File: src/rtl/cpu_mem_resp.sv
// Byte-wide memory responder for the CPU control FSM: latches bus addresses, counts
// wait states, and serves instruction fetches, data reads, stores and program loads.
module cpu_mem_resp #(
    parameter int unsigned WAIT_STATES = 2,
    parameter int unsigned DEPTH       = 256
) (
    input  logic       clk,
    input  logic       reset_cycle,
    input  logic [7:0] state,
    input  logic [7:0] addr_in,
    input  logic [7:0] wdata,
    input  logic       prog_we,
    input  logic [7:0] prog_addr,
    input  logic [7:0] prog_data,
    output logic [7:0] instruction,
    output logic       inst_valid,
    output logic [7:0] rdata,
    output logic       rdata_valid,
    output logic       ready,
    output logic       busy,
    output logic       proto_err
);

    localparam int unsigned AW    = 8;
    localparam int unsigned DW    = 8;
    localparam int unsigned CNT_W = (WAIT_STATES > 0) ? $clog2(WAIT_STATES + 1) : 1;
    localparam logic [CNT_W-1:0] WAIT_MAX = CNT_W'(WAIT_STATES);
    localparam logic [DW-1:0]    NOP      = 8'h00;

    localparam logic [7:0] ST_FETCH_PC  = 8'h01;
    localparam logic [7:0] ST_FETCH_SP  = 8'h0C;
    localparam logic [7:0] ST_SET_ADDR  = 8'h11;
    localparam logic [7:0] ST_IFETCH    = 8'h02;
    localparam logic [7:0] ST_MOV_LOAD  = 8'h0A;
    localparam logic [7:0] ST_RET       = 8'h0F;
    localparam logic [7:0] ST_MOV_STORE = 8'h08;
    localparam logic [7:0] ST_PC_STORE  = 8'h0D;
    localparam logic [7:0] ST_REG_STORE = 8'h13;

    typedef enum logic {
        IDLE    = 1'b0,
        PENDING = 1'b1
    } phase_t;

    phase_t            phase, phase_nx;
    logic [AW-1:0]     mar, mar_nx;
    logic [CNT_W-1:0]  wait_cnt, wait_cnt_nx;
    logic              addr_valid, addr_valid_nx;
    logic [DW-1:0]     instruction_nx, rdata_nx;
    logic              inst_valid_nx, rdata_valid_nx, proto_err_nx;

    logic              mem_we;
    logic [AW-1:0]     mem_waddr;
    logic [DW-1:0]     mem_wdata;
    logic [DW-1:0]     mem [DEPTH];
    logic [DW-1:0]     read_byte;

    logic is_addr, is_ifetch, is_dread, is_store;

    // Control-state decode
    assign is_addr   = state inside {ST_FETCH_PC, ST_FETCH_SP, ST_SET_ADDR};
    assign is_ifetch = (state == ST_IFETCH);
    assign is_dread  = state inside {ST_MOV_LOAD, ST_RET};
    assign is_store  = state inside {ST_MOV_STORE, ST_PC_STORE, ST_REG_STORE};

    assign ready     = (phase == PENDING) && (wait_cnt == WAIT_MAX);
    assign busy      = (phase == PENDING) && (wait_cnt <  WAIT_MAX);
    assign read_byte = mem[mar];

    // Next-state and registered-output computation
    always_comb begin
        phase_nx       = phase;
        mar_nx         = mar;
        wait_cnt_nx    = wait_cnt;
        addr_valid_nx  = addr_valid;
        instruction_nx = instruction;
        rdata_nx       = rdata;
        inst_valid_nx  = 1'b0;
        rdata_valid_nx = 1'b0;
        proto_err_nx   = proto_err;
        mem_we         = 1'b0;
        mem_waddr      = mar;
        mem_wdata      = wdata;

        if (is_addr) begin
            mar_nx        = addr_in;
            wait_cnt_nx   = '0;
            phase_nx      = PENDING;
            addr_valid_nx = 1'b1;
        end else if (phase == PENDING && wait_cnt < WAIT_MAX) begin
            wait_cnt_nx = wait_cnt + CNT_W'(1);
        end

        // A fetch or read without a completed access still pulses valid, with a NOP/zero byte
        if (is_ifetch) begin
            instruction_nx = ready ? read_byte : NOP;
            inst_valid_nx  = 1'b1;
            phase_nx       = IDLE;
            if (!ready) proto_err_nx = 1'b1;
        end

        if (is_dread) begin
            rdata_nx       = ready ? read_byte : NOP;
            rdata_valid_nx = 1'b1;
            phase_nx       = IDLE;
            if (!ready) proto_err_nx = 1'b1;
        end

        // Program load wins over a bus store at the same edge
        if (prog_we) begin
            mem_we    = 1'b1;
            mem_waddr = prog_addr;
            mem_wdata = prog_data;
            if (is_store) proto_err_nx = 1'b1;
        end else if (is_store) begin
            if (addr_valid) mem_we = 1'b1;
            else            proto_err_nx = 1'b1;
        end
    end

    always_ff @(posedge clk or posedge reset_cycle) begin
        if (reset_cycle) begin
            phase       <= IDLE;
            mar         <= '0;
            wait_cnt    <= '0;
            addr_valid  <= 1'b0;
            instruction <= NOP;
            inst_valid  <= 1'b0;
            rdata       <= '0;
            rdata_valid <= 1'b0;
            proto_err   <= 1'b0;
        end else begin
            phase       <= phase_nx;
            mar         <= mar_nx;
            wait_cnt    <= wait_cnt_nx;
            addr_valid  <= addr_valid_nx;
            instruction <= instruction_nx;
            inst_valid  <= inst_valid_nx;
            rdata       <= rdata_nx;
            rdata_valid <= rdata_valid_nx;
            proto_err   <= proto_err_nx;
        end
    end

    // Storage survives reset
    always_ff @(posedge clk) begin
        if (mem_we) mem[mem_waddr] <= mem_wdata;
    end

endmodule

File: config.mk
export PLATFORM = sky130hd
export DESIGN_NAME = cpu_mem_resp
export DESIGN_NICKNAME = d
export VERILOG_FILES = /design/src/rtl/cpu_mem_resp.sv
export SDC_FILE = /design/constraint.sdc
export NUM_CORES = 2
export LEC_CHECK = 0
export CAP_MARGIN = 20
export CORE_MARGIN = 2
export CORE_UTILIZATION = 45
export CTS_CLUSTER_DIAMETER = 50
export DETAILED_ROUTE_END_ITERATION = 8
export GPL_TIMING_DRIVEN = 0
export SLEW_MARGIN = 0
export SYNTH_ARGS = -nofsm -noshare
export SYNTH_HDL_FRONTEND = slang
export SYNTH_SLANG_ARGS = --single-unit
File: constraint.sdc
create_clock -name clk -period 5.4 [get_ports clk]
set_input_delay 1.08 -clock clk [delete_from_list [all_inputs] [get_ports clk]]
set_output_delay 1.08 -clock clk [all_outputs]
set_load 0.01 [all_outputs]
Yosys cells after proc, flatten, opt, wreduce, memory -nomap -nowiden --
Memory sizes are Yosys's and may differ from the RTL's. Index checks and enable logic that the tools add are counted.
Word-level totals: bits in registers 31, memory bits (writable) 2048, bits of input ports 43, output and inout bits 21, word-level logic and storage cells 52, memories kept 1
Cells by class: add/subtract/negate cells 1, magnitude comparators 1, equal/unequal tests 10, multiplexer cells 23, reduce and logical (&&, ||, !) cells 7
Memory list:
- mem | words 256, bits a word 8, rd ports 1, clocked after Yosys merged registers in 0, write ports 1, line 55 | logic [DW-1:0] mem [DEPTH];
Operators with widths (count):
- $eq 8x4->1 const B | 5
- $mux 8 | 3
- $mux 1 | 18
- $eq 8x5->1 const B | 2
- $reduce_bool 3->1 | 3
- $eq 8x1->1 const B | 1
- $eq 8x2->1 const B | 1
- $mux 2 | 2
- $reduce_bool 2->1 | 2
- $add 2x1->2 const B | 1
- $eq 2x2->1 const B | 1
- $logic_and 1x1->1 | 2
- $lt 2x2->1 const B | 1

Logic depth before layout (Yosys ltp) --
depth after elaboration 9, mapped depth 13, depth with buffers taken out 9

Least setup slack after synthesis --
OpenSTA, ideal clock, no wires.
path kind input-to-reg, start point input port prog_we, end point memory mem[0][0], data pin, library setup time 556 ps, data arrival time 3868 ps, required time 4844 ps, setup slack 977 ps, cell stages on the path 4, buffers on the path 3, cell sequence buf_2 > buf_1 > buf_1 > mux2_2
Between the ends: word-level cells in the longest chain between the ends 1
RTL lines:
- from (decl) | line 12 | input logic prog_we,
- $mux 8 | line 110 | if (prog_we) begin
- named net mem_wdata[0] | line 54 | logic [DW-1:0] mem_wdata;
- to (decl) | line 55
The timed path passes the listed nets, and every way through them passes these cells.

Worst setup path after layout --
start point register mar[2], end point memory mem[228][6] (enable)
Between the ends: word-level cells in the longest chain between the ends 1
RTL lines:
- from (decl) | line 46 | logic [AW-1:0] mar, mar_nx;
- from (signal assigned) | line 134 | mar <= mar_nx;
- $mux 8 | line 110
No other way between the ends.

==> metrics <==
pin count of the biggest net entering global routing=140; number of remaining DRC errors=0; vias=47.4k; die extent in x=430 µm; WS Path Type=flop to flop; drt wl/cell=45.8 µm; worst endpoint data arrival time=6.43 ns; yosys warns=0; Top FF cell, synth=edfxtp_1; cell mode on critical path=buf_2; flops & latches, synth=2079; cts bufs inserted=212; most common cell after layout, fill and taps aside=edfxtp_1; Synth Area per Inst=20.3 µm²; Cell Area, Synth=81600 µm²; RSZ-0062 raised after global routing=true; buffers added on ports=62; H-tree depth=4; met2 Use GR=0.484; crit path cell chain=buf_2 > buf_2 > inv_2 > clkbuf_1 > buf_8 > o32ai_2 > nand3_1 > clkbuf_2 > nor2_1; gr busiest metal=met2; Post-Place Setup Slack=-1.18 ns; crit path buf inv count=6; number of max-cap violations=0; Clock Latency Late Sink=0.90 ns; Mapped Cells=4030; Worst R2R Path Depth=9; Stages on worst setup path=9; final setup vio count=869; cell taking the most area after synthesis=edfxtp_1; crit path capture type=flop; vias per cell=6.85; Peak Freq=169 MHz; CP Launch Type=flop; Tmin final=5.93 ns; Post-DP HPWL=205 mm; initial antenna violation count=22; Tot GR Track Use=0.341; final RePlAce weighted congestion=1.00; Root Driver=clkbuf_16; Longest Clk Path Bufs=3; Synth area leaders=edfxtp_1, mux4_2, mux2i_1; pwr/cell area=430 nW/µm²; Area growth, synth to finish=14.2%; clock skew=0.0423 ns; chip height=430 µm; Hold WC Path Type=flop to flop; failing checks=negative setup slack; CTS sink count=2079; initial core utilization=0.452; most frequent cells in the layout=edfxtp_1, mux4_2, clkbuf_16; Async SR Flop Fraction=0.0149; core footprint=181000 µm²; status=finished, violations left; CP max stage delay=0.87 ns; Pre-Repair DR Iteration Count=8; cts hold-fix bufs=0; critical path's top delay family=buffers and inverters; number of global-route vias before repair=44.2k; Final WS setup=-0.527 ns; final period utilization=1.10; Leak=28.8 nW; fin. max-slew vios=0; die area=185000 µm²; Ports=64; first-pass GRT wire length=413 mm; Yosys cell types=79; Initial DRC Count=9971; final total power=40.1 mW; worst-path fanout max=10; Worst-Margin Slew=1.35 ns; worst hold path depth=2; Worst VDD drop=0.385 mV; nets=4407; post-synthesis sequential area ratio=0.763; met3 Usage GRT=0.119; layout cell share with drive strength beyond 1=0.243; clk slew on worst S/H paths=0.06 ns; post_cts resized=103; Final Hold Fails=0; Yosys top cell area share=0.753; Slew HR=0.0975; postcts setup bufs=0; WL final=317 mm; GR Util met1=0.449; slowest stage cell, crit path=nor2_1; worst path required time=5.90 ns; Net Count, Synth=4074; CTS tree=yes; antenna-violating nets left=0; Post-synth EDFFs=2048; gr ovfl total=0; # rows=156
==> registers in the layout, indices dropped and copies added, names as in the netlist <==
signal and flops:
wait_cnt 2, phase 1, rdata 8, addr_valid 1
rdata_valid 1, mar 8, proto_err 1, inst_valid 1
mem 2048, instruction 8
==> routing by layer <==
layer,vias to the layer above,part of all wire,routed length [µm]
met5,-,0.00016,52
met4,10,0.078,24700
met3,925,0.14,45000
met2,4157,0.43,135000
met1,25000,0.35,112000
li1,17300,-,-
==> cells by family after synthesis <==
group,count (synthesis),synth area share
AOI/OAI and AO/OA,361,0.0318
DFF,2079,0.763
xor gates and xnor gates,2,0.000215
adders and majority gates,1,0.000153
muxes,689,0.151
and+or+nand+nor,643,0.0336
buffers and inverters,255,0.0204
==> metrics by stage <==
step	cell area, µm²	instances	setup TNS (ns)	util	hold WS [ns]
6_report	93200	6917	-137.83	0.516	0.492
5_1_grt	93200	6903	-2.52	0.516	0.524
4_1_cts	93000	6893	-3.39	0.515	0.499
3_5_place_dp	86100	6510	-615.43	0.477	0.484
3_3_place_gp	85200	6462	-5439.23	0.472	0.477
2_1_floorplan	81600	4030	0	-	0.459
==> final timing paths <==
| path | slack, ns | startpoint | endpoint |
|---|---|---|---|
| hold / removal | 0.49 | rdata[1]$_DFFE_PP0P_ | rdata[1]$_DFFE_PP0P_ |
| min in group asynchronous | 0.69 | reset_cycle | proto_err$_DFF_PP0_ |
| setup reg to reg | -0.53 | mar[2]$_DFFE_PP0P_ | mem[228][6]$_DFFE_PP_ |
| max in group asynchronous | 4.06 | reset_cycle | instruction[4]$_DFFE_PP0N_ |
| setup / recovery | -0.53 | mar[2]$_DFFE_PP0P_ | mem[228][6]$_DFFE_PP_ |
| hold reg to reg | 0.49 | rdata[1]$_DFFE_PP0P_ | rdata[1]$_DFFE_PP0P_ |
==> synthesized netlist by cell type (5+ instances only) <==
| master | instances |
|---|---|
| buf_8 | 18 |
| mux4_2 | 429 |
| o211ai_1 | 6 |
| and2_1 | 13 |
| nand4_1 | 8 |
| and3_1 | 10 |
| a211oi_1 | 16 |
| buf_1 | 12 |
| a22o_1 | 9 |
| o31ai_1 | 6 |
| nor2_1 | 308 |
| o21ai_0 | 24 |
| nor3_1 | 19 |
| o22ai_1 | 55 |
| nor4_1 | 8 |
| a21oi_1 | 51 |
| nand3_1 | 50 |
| a31oi_1 | 20 |
| nand2_1 | 178 |
| clkbuf_1 | 83 |
| inv_1 | 11 |
| nor2b_1 | 15 |
| o221ai_1 | 28 |
| nand2b_1 | 14 |
| mux2i_1 | 214 |
| mux2_2 | 41 |
| a22oi_1 | 55 |
| buf_6 | 36 |
| dfrtp_1 | 31 |
| o21ai_1 | 17 |
| buf_2 | 55 |
| edfxtp_1 | 2048 |
| buf_4 | 29 |
| a2111oi_0 | 5 |
| a221oi_1 | 25 |
==> tightest hold or removal path: cells and delay by family (launching register included) <==
| kind | cells | cell delay, ns |
|---|---|---|
| DFF | 1 | 0.34 |
| AOI/OAI and AO/OA | 1 | 0.06 |
| and+or+nand+nor | 1 | 0.05 |
==> power by group <==
group          internal, mW  switching, mW  total [mW]
combinational          2.17           5.56        7.73
sequential             17.9         0.0459        18.0
clock                  7.89           6.45        14.3
==> cell type report <==
class	count	area, µm²
Antenna cell	15	37.5
Inverter	17	63.8
Buffer	238	1660
Clock inverter	112	970
Sequential cell	2079	62300
Clock buffer	271	5650
Fill cell	14300	87300
Tap cell	2370	2970
Multi-Input combinational cell	1696	18200
Timing Repair Buffer	119	1430
(Power assumes the default switching activity.)
